--- src/rtl/ex_mem_pkg.sv ---
// rtl/ex_mem_pkg.sv - shared types, widths and payload sanitiser for the EX/MEM hand-off
package ex_mem_pkg;

  localparam int DATA_W     = 32;
  localparam int REG_ADDR_W = 5;
  localparam int FUNCT3_W   = 3;

  // Bit 0 doubles as out_valid and bit 1 as skid_valid, so both come straight off flops
  typedef enum logic [1:0] {
    ST_EMPTY = 2'b00,
    ST_FULL  = 2'b01,
    ST_SKID  = 2'b11
  } stage_state_t;

  typedef struct packed {
    logic [DATA_W-1:0]     result;
    logic [DATA_W-1:0]     store_data;
    logic [DATA_W-1:0]     pc;
    logic [REG_ADDR_W-1:0] rd;
    logic                  reg_we;
    logic                  mem_we;
    logic                  mem_re;
    logic [FUNCT3_W-1:0]   funct3;
  } ex_mem_payload_t;

  function automatic ex_mem_payload_t sanitize_payload(ex_mem_payload_t p);
    ex_mem_payload_t s;
    s = p;
    if (p.rd == '0) s.reg_we = 1'b0;
    // Contradictory load+store degrades to a plain ALU op
    if (p.mem_we && p.mem_re) begin
      s.mem_we = 1'b0;
      s.mem_re = 1'b0;
    end
    return s;
  endfunction

endpackage

--- src/rtl/ex_mem_skid_stage_if.sv ---
// rtl/ex_mem_skid_stage_if.sv - execute-side input, memory-side output and forwarding bundle
interface ex_mem_skid_stage_if #(
  parameter int size       = ex_mem_pkg::DATA_W,
  parameter int reg_addr_w = ex_mem_pkg::REG_ADDR_W
);
  logic                  in_valid;
  logic                  in_ready;
  logic [size-1:0]       in_result;
  logic [size-1:0]       in_store_data;
  logic [size-1:0]       in_pc;
  logic [reg_addr_w-1:0] in_rd;
  logic                  in_reg_we;
  logic                  in_mem_we;
  logic                  in_mem_re;
  logic [2:0]            in_funct3;

  logic                  out_valid;
  logic                  out_ready;
  logic [size-1:0]       out_result;
  logic [size-1:0]       out_store_data;
  logic [size-1:0]       out_pc;
  logic [reg_addr_w-1:0] out_rd;
  logic                  out_reg_we;
  logic                  out_mem_we;
  logic                  out_mem_re;
  logic [2:0]            out_funct3;

  logic                  fwd_valid;
  logic [reg_addr_w-1:0] fwd_rd;
  logic [size-1:0]       fwd_data;

  modport slave (
    input  in_valid, in_result, in_store_data, in_pc, in_rd, in_reg_we,
           in_mem_we, in_mem_re, in_funct3, out_ready,
    output in_ready, out_valid, out_result, out_store_data, out_pc, out_rd,
           out_reg_we, out_mem_we, out_mem_re, out_funct3,
           fwd_valid, fwd_rd, fwd_data
  );

  modport master (
    output in_valid, in_result, in_store_data, in_pc, in_rd, in_reg_we,
           in_mem_we, in_mem_re, in_funct3, out_ready,
    input  in_ready, out_valid, out_result, out_store_data, out_pc, out_rd,
           out_reg_we, out_mem_we, out_mem_re, out_funct3,
           fwd_valid, fwd_rd, fwd_data
  );

endinterface

--- src/rtl/ex_mem_payload_reg.sv ---
// rtl/ex_mem_payload_reg.sv - enable-loaded payload register, cleared by reset
module ex_mem_payload_reg
  import ex_mem_pkg::*;
(
  input  logic            clk,
  input  logic            reset,
  input  logic            load,
  input  ex_mem_payload_t d,
  output ex_mem_payload_t q
);

  always_ff @(posedge clk) begin
    if (reset) begin
      q <= '0;
    end else if (load) begin
      q <= d;
    end
  end

endmodule

--- src/rtl/ex_mem_skid_stage.sv ---
// rtl/ex_mem_skid_stage.sv - EX/MEM pipeline register with one-entry skid and forwarding tap
module ex_mem_skid_stage
  import ex_mem_pkg::*;
(
  input  logic                 clk,
  input  logic                 reset,
  input  logic                 flush,
  ex_mem_skid_stage_if.slave   bus
);

  stage_state_t    state, state_n;
  logic            accept;
  logic            out_load, skid_load, out_from_skid;
  ex_mem_payload_t in_raw, in_pay, out_d, out_q, skid_q;

  assign bus.in_ready  = ~state[1];
  assign bus.out_valid = state[0];
  assign accept        = bus.in_valid & ~state[1];

  always_comb begin
    in_raw            = '0;
    in_raw.result     = bus.in_result;
    in_raw.store_data = bus.in_store_data;
    in_raw.pc         = bus.in_pc;
    in_raw.rd         = bus.in_rd;
    in_raw.reg_we     = bus.in_reg_we;
    in_raw.mem_we     = bus.in_mem_we;
    in_raw.mem_re     = bus.in_mem_re;
    in_raw.funct3     = bus.in_funct3;
  end

  assign in_pay = sanitize_payload(in_raw);
  assign out_d  = out_from_skid ? skid_q : in_pay;

  always_ff @(posedge clk) begin
    if (reset) begin
      state <= ST_EMPTY;
    end else begin
      state <= state_n;
    end
  end

  always_comb begin
    state_n       = state;
    out_load      = 1'b0;
    skid_load     = 1'b0;
    out_from_skid = 1'b0;
    case (state)
      ST_EMPTY: begin
        out_load = 1'b1;
        if (accept) state_n = ST_FULL;
      end
      ST_FULL: begin
        if (bus.out_ready) begin
          out_load = 1'b1;
          state_n  = accept ? ST_FULL : ST_EMPTY;
        end else if (accept) begin
          skid_load = 1'b1;
          state_n   = ST_SKID;
        end
      end
      ST_SKID: begin
        // in_ready is low here, so nothing new can arrive while the skid drains
        if (bus.out_ready) begin
          out_load      = 1'b1;
          out_from_skid = 1'b1;
          state_n       = ST_FULL;
        end
      end
      default: state_n = ST_EMPTY;
    endcase
    if (flush) begin
      state_n   = ST_EMPTY;
      out_load  = 1'b0;
      skid_load = 1'b0;
    end
  end

  ex_mem_payload_reg u_out_reg (
    .clk   (clk),
    .reset (reset),
    .load  (out_load),
    .d     (out_d),
    .q     (out_q)
  );

  ex_mem_payload_reg u_skid_reg (
    .clk   (clk),
    .reset (reset),
    .load  (skid_load),
    .d     (in_pay),
    .q     (skid_q)
  );

  assign bus.out_result     = out_q.result;
  assign bus.out_store_data = out_q.store_data;
  assign bus.out_pc         = out_q.pc;
  assign bus.out_rd         = out_q.rd;
  assign bus.out_reg_we     = out_q.reg_we;
  assign bus.out_mem_we     = out_q.mem_we;
  assign bus.out_mem_re     = out_q.mem_re;
  assign bus.out_funct3     = out_q.funct3;

  assign bus.fwd_valid = state[0] & out_q.reg_we & ~out_q.mem_re;
  assign bus.fwd_rd    = out_q.rd;
  assign bus.fwd_data  = out_q.result;

endmodule

--- src/flat_wrapper.sv ---
// flat-port wrapper written by rule: the top's interface ports become plain ports
module ex_mem_skid_stage_flat import ex_mem_pkg::*;
  (clk, reset, flush, bus_in_valid, bus_in_result, bus_in_store_data, bus_in_pc, bus_in_rd, bus_in_reg_we, bus_in_mem_we, bus_in_mem_re, bus_in_funct3, bus_out_ready, bus_in_ready, bus_out_valid, bus_out_result, bus_out_store_data, bus_out_pc, bus_out_rd, bus_out_reg_we, bus_out_mem_we, bus_out_mem_re, bus_out_funct3, bus_fwd_valid, bus_fwd_rd, bus_fwd_data);
  ex_mem_skid_stage_if bus_i ();
  input  logic clk;
  input  logic reset;
  input  logic flush;
  input wire logic [$bits(bus_i.in_valid)-1:0] bus_in_valid;
  input wire logic [$bits(bus_i.in_result)-1:0] bus_in_result;
  input wire logic [$bits(bus_i.in_store_data)-1:0] bus_in_store_data;
  input wire logic [$bits(bus_i.in_pc)-1:0] bus_in_pc;
  input wire logic [$bits(bus_i.in_rd)-1:0] bus_in_rd;
  input wire logic [$bits(bus_i.in_reg_we)-1:0] bus_in_reg_we;
  input wire logic [$bits(bus_i.in_mem_we)-1:0] bus_in_mem_we;
  input wire logic [$bits(bus_i.in_mem_re)-1:0] bus_in_mem_re;
  input wire logic [$bits(bus_i.in_funct3)-1:0] bus_in_funct3;
  input wire logic [$bits(bus_i.out_ready)-1:0] bus_out_ready;
  output wire logic [$bits(bus_i.in_ready)-1:0] bus_in_ready;
  output wire logic [$bits(bus_i.out_valid)-1:0] bus_out_valid;
  output wire logic [$bits(bus_i.out_result)-1:0] bus_out_result;
  output wire logic [$bits(bus_i.out_store_data)-1:0] bus_out_store_data;
  output wire logic [$bits(bus_i.out_pc)-1:0] bus_out_pc;
  output wire logic [$bits(bus_i.out_rd)-1:0] bus_out_rd;
  output wire logic [$bits(bus_i.out_reg_we)-1:0] bus_out_reg_we;
  output wire logic [$bits(bus_i.out_mem_we)-1:0] bus_out_mem_we;
  output wire logic [$bits(bus_i.out_mem_re)-1:0] bus_out_mem_re;
  output wire logic [$bits(bus_i.out_funct3)-1:0] bus_out_funct3;
  output wire logic [$bits(bus_i.fwd_valid)-1:0] bus_fwd_valid;
  output wire logic [$bits(bus_i.fwd_rd)-1:0] bus_fwd_rd;
  output wire logic [$bits(bus_i.fwd_data)-1:0] bus_fwd_data;
  assign bus_i.in_valid = bus_in_valid;
  assign bus_i.in_result = bus_in_result;
  assign bus_i.in_store_data = bus_in_store_data;
  assign bus_i.in_pc = bus_in_pc;
  assign bus_i.in_rd = bus_in_rd;
  assign bus_i.in_reg_we = bus_in_reg_we;
  assign bus_i.in_mem_we = bus_in_mem_we;
  assign bus_i.in_mem_re = bus_in_mem_re;
  assign bus_i.in_funct3 = bus_in_funct3;
  assign bus_i.out_ready = bus_out_ready;
  assign bus_in_ready = bus_i.in_ready;
  assign bus_out_valid = bus_i.out_valid;
  assign bus_out_result = bus_i.out_result;
  assign bus_out_store_data = bus_i.out_store_data;
  assign bus_out_pc = bus_i.out_pc;
  assign bus_out_rd = bus_i.out_rd;
  assign bus_out_reg_we = bus_i.out_reg_we;
  assign bus_out_mem_we = bus_i.out_mem_we;
  assign bus_out_mem_re = bus_i.out_mem_re;
  assign bus_out_funct3 = bus_i.out_funct3;
  assign bus_fwd_valid = bus_i.fwd_valid;
  assign bus_fwd_rd = bus_i.fwd_rd;
  assign bus_fwd_data = bus_i.fwd_data;
  ex_mem_skid_stage u_core (.clk(clk), .reset(reset), .flush(flush), .bus(bus_i));
endmodule
--- config.mk ---
export PLATFORM = sky130hd
export DESIGN_NAME = ex_mem_skid_stage_flat
export DESIGN_NICKNAME = d
export VERILOG_FILES = /design/src/rtl/ex_mem_pkg.sv /design/src/rtl/ex_mem_skid_stage_if.sv /design/src/rtl/ex_mem_payload_reg.sv /design/src/rtl/ex_mem_skid_stage.sv /design/src/flat_wrapper.sv
export SDC_FILE = /design/constraint.sdc
export NUM_CORES = 1
export LEC_CHECK = 0
export ABC_AREA = 0
export CAP_MARGIN = 30
export CORE_MARGIN = 2
export CORE_UTILIZATION = 35
export CTS_BUF_LIST = sky130_fd_sc_hd__clkbuf_2 sky130_fd_sc_hd__clkbuf_4 sky130_fd_sc_hd__clkbuf_8
export DETAILED_ROUTE_END_ITERATION = 8
export PLACE_DENSITY = 0.7
export SLEW_MARGIN = 20
export SYNTH_ARGS = -nofsm -noshare
export SYNTH_HDL_FRONTEND = slang
export SYNTH_SLANG_ARGS = --single-unit
--- constraint.sdc ---
create_clock -name clk -period 3.6 [get_ports clk]
set_clock_uncertainty 0.05 [all_clocks]
set_input_delay 0.36 -clock clk [delete_from_list [all_inputs] [get_ports clk]]
set_output_delay 0.36 -clock clk [all_outputs]
set_load 0.01 [all_outputs]
==> results.md <==
* Status: completed
* Final GP Congestion at 0.769
* Post-route met1 wirelength at 10400 um
* Cell depth of the worst min-delay path at 2
* Total DRC errors in the routed layout at 0
* Post-layout nets at between 1000 and 1500
* Drt via density at around 4.9
* Area of the core at 24500 um^2
* CTS tree: yes
* Number of I/O port buffers at 258
* H-Tree Level Count at 2
* Detail Placement HPWL at approximately 15000 um
* Met3 Routed Length at 1730 um
* Overall power consumption at 5.65 mW
* Detailed route wirelength on metal2 at 11300 um
* RSZ-0062 raised after global routing: no
* Post-Place Cell Area at approximately 11000 um^2
* Overall via count from detail_route at 8168
* Seq/Total Area, Yosys at between 40% and 50%
* Die height at roughly 160 um
* Post-Syn Area per Cell at 7.79 um^2
* Sum of routed wire length over all layers at 24000 um
* Initial antenna violation count at 0
* Synth Net Count at 1244
* CP Cell Sequence: inv_1 > ha_1 > nand2_1 > or4_4 > buf_4 > nand2_1 > a21oi_1
* Relative area change from synthesis to final layout at 36.9%
* Maximum number of pins on one net before global-route repair at 134
* Category of the critical setup timing path: flop to flop
* Final hold violation count at 0
* Depth of the worst register-to-register path at 7
* Count of mapped cells out of synthesis at 1128
* Sink count of the clock tree at between 200 and 250
* Skew-Pair Late Insertion Delay at between 0.5 and 0.6 ns
* Max Root-Sink Buffers at 3
* Critical-path maximum fanout at between 60 and 70
* Pwr/cell area at 470 nW/um^2
* Initial core utilization at a little over a third
* Iteration count of the initial detailed-routing pass at 4
* Sum Neg Setup Slack at 0 ns
* Max-cap check violation count at 0
* Global route overflow at 0
* Root buffer cell: sky130_fd_sc_hd__clkbuf_8
* Crit path setup slack, layout at 1.06 ns
* Crit path arrival time at 2.91 ns
* YS warnings at 0
* Number of ports placed on the die boundary at between 200 and 300
* Uppermost layer routed: met4
* TritonCTS Buffers at 39
* Rows at 57
* Flops & latches, synth at 216
* Hold slack at 0.132 ns
* Die area at about 26000 um^2
* Fraction of final layout cells with drive strength greater than 1 at 6.52%
* Post-route antenna net violation count at 0
* Iteration-0 DRC count of the detailed router at 459
* Setup violators final at 0
* Post-cts hold buffer count at 0
* Place WS at about 0.93 ns
* Final instance area at 12000 um^2
* Crit path depth at 7
* Top delay family on crit path: simple AND/OR/NAND/NOR gates
* Number of different library cells in the post-synthesis netlist at 28
* GR Util All Layers at 17.6%
* F_max at 394 MHz
* Normalized max-slew margin at 48.3%
* Ant diodes at 0
* Startpoint type of the worst setup path: flop
* Post-CTS setup buffer count at 0
* Crit path time final at 2.54 ns
* Global-route wire length before repair at between 30000 and 40000 um
* P_leak at 4.35 nW
* Most used cell, CP: sky130_fd_sc_hd__nand2_1
* Clock transition at the register clock pins on the worst setup and hold paths after CTS at approximately 0.060 ns
* Master of the slowest instance on the critical path: sky130_fd_sc_hd__or4_4
* Post-cts repair resize count at 0
* Capturing element type of the critical path: flop
* Post-synthesis instance area at between 8000 and 9000 um^2
* Average routed wire per standard cell at 14.5 um
* Number of buffers and inverters on the critical path at 2
* Number of global-route vias before repair at ~7700
* Delay of the slowest cell on the worst path at roughly 0.66 ns
* Share of the cycle needed by the critical path after routing at 70.5%
* Measured slew at the worst slew-check pin at 0.775 ns
* Critical path data required time at 3.98 ns
* Peak supply drop at 268 uV
* Count of final max-slew check failures at 0
* Horizontal die dimension at approximately 160 um
* Worst hold path class: primary input to flop
==> per-layer routing <==
| layer | GRT usage (%) | up-vias |
|---|---|---|
| li1 | - | 4111 |
| met1 | 22.1 | 3744 |
| met2 | 29.3 | 261 |
| met3 | 4.53 | 52 |
| met4 | 6.23 | 0 |
| met5 | 0 | - |
==> state kept, by name, summed over array words and instances (netlist names) <==
signal,flops
u_core.u_out_reg.q,107
u_core.u_skid_reg.q,107
u_core.state,2
==> worst paths after layout <==
path                                         startpoint                      end  slack (ns)
worst max register to register          u_core.state[1]  u_core.u_skid_reg.q[75]        1.06
worst max-delay path                    u_core.state[1]  u_core.u_skid_reg.q[75]        1.06
worst min-delay path                              reset  u_core.u_skid_reg.q[13]        0.13
worst min register to register  u_core.u_skid_reg.q[42]  u_core.u_skid_reg.q[42]        0.40
==> area by class of cell <==
class / instances / area [um^2]
multi-input cells: 777 / 3720
flip-flops and latches: 216 / 4320
inverters: 4 / 15.0
well taps: 324 / 405
repair buffers: 271 / 2760
fillers: 2331 / 12400
clock inverters: 5 / 31.3
clock buffers: 62 / 759
==> report_power, final <==
part / switching, mW / leakage (nW) / total, mW / internal, mW
registers: 0.0741 / 1.77 / 2.58 / 2.50
logic: 0.335 / 2.16 / 0.754 / 0.419
clock network: 0.986 / 0.423 / 2.32 / 1.33
==> layout by cell type, fill, tap and decap left out, drive strengths merged, types with 4 or more instances in the layout <==
| cell | count |
|---|---|
| dfxtp | 216 |
| nor2 | 110 |
| nand2 | 426 |
| buf | 14 |
| clkbuf | 62 |
| a311oi | 105 |
| clkdlybuf4s50 | 257 |
| a21oi | 109 |
| clkinv | 4 |
| ha | 4 |
| inv | 4 |
==> cells in the mapped netlist <==
master / n / area (um^2)
sky130_fd_sc_hd__nand2_1: 426 / 1600
sky130_fd_sc_hd__dfxtp_1: 216 / 4320
sky130_fd_sc_hd__nor2_1: 110 / 413
sky130_fd_sc_hd__a21oi_1: 109 / 546
sky130_fd_sc_hd__a311oi_1: 105 / 920
sky130_fd_sc_hd__clkbuf_1: 54 / 203
sky130_fd_sc_hd__buf_4: 39 / 293
sky130_fd_sc_hd__buf_2: 24 / 120
sky130_fd_sc_hd__buf_6: 10 / 113
sky130_fd_sc_hd__buf_1: 4 / 15.0
sky130_fd_sc_hd__ha_1: 4 / 50.1
sky130_fd_sc_hd__inv_1: 3 / 11.3
sky130_fd_sc_hd__o21ai_0: 3 / 15.0
sky130_fd_sc_hd__a211oi_1: 2 / 15.0
sky130_fd_sc_hd__a22oi_1: 2 / 15.0
sky130_fd_sc_hd__nand3_1: 2 / 10.0
sky130_fd_sc_hd__nand3b_1: 2 / 15.0
sky130_fd_sc_hd__nor3_1: 2 / 10.0
sky130_fd_sc_hd__nor3b_1: 2 / 15.0
sky130_fd_sc_hd__a211oi_2: 1 / 12.5
sky130_fd_sc_hd__a21o_1: 1 / 7.51
sky130_fd_sc_hd__a311o_1: 1 / 10.0
sky130_fd_sc_hd__and2_1: 1 / 6.26
sky130_fd_sc_hd__inv_2: 1 / 3.75
sky130_fd_sc_hd__mux2i_1: 1 / 10.0
sky130_fd_sc_hd__nor2b_1: 1 / 6.26
sky130_fd_sc_hd__nor4_4: 1 / 21.3
sky130_fd_sc_hd__or4_1: 1 / 7.51
==> kinds of logic after synthesis <==
group | after synthesis | share of synthesized area [%]
AO/OA/AOI/OAI | 224 | 17.5
adder cells (fa/ha/maj) | 4 | 0.570
buffers and inverters | 135 | 8.63
flip-flops | 216 | 49.2
multiplexers | 1 | 0.114
AND/OR/NAND/NOR | 548 | 23.9
==> worst register-to-register path, delay by kind of cell (launching register included) <==
family	cells	cell delay, ns
compound gates	1	0.16
fa+ha+maj	1	0.24
buf+inv	2	0.55
flops	1	0.54
simple gates	3	0.89
==> per-stage QoR <==
stage | util, % | instances
6_report | 49.2 | 1659
5_1_grt | 49.2 | 1659
4_1_cts | 49.0 | 1658
3_5_place_dp | 45.8 | 1591
3_3_place_gp | 45.8 | 1591
2_1_floorplan | - | 1128
(Power assumes the default switching activity.)
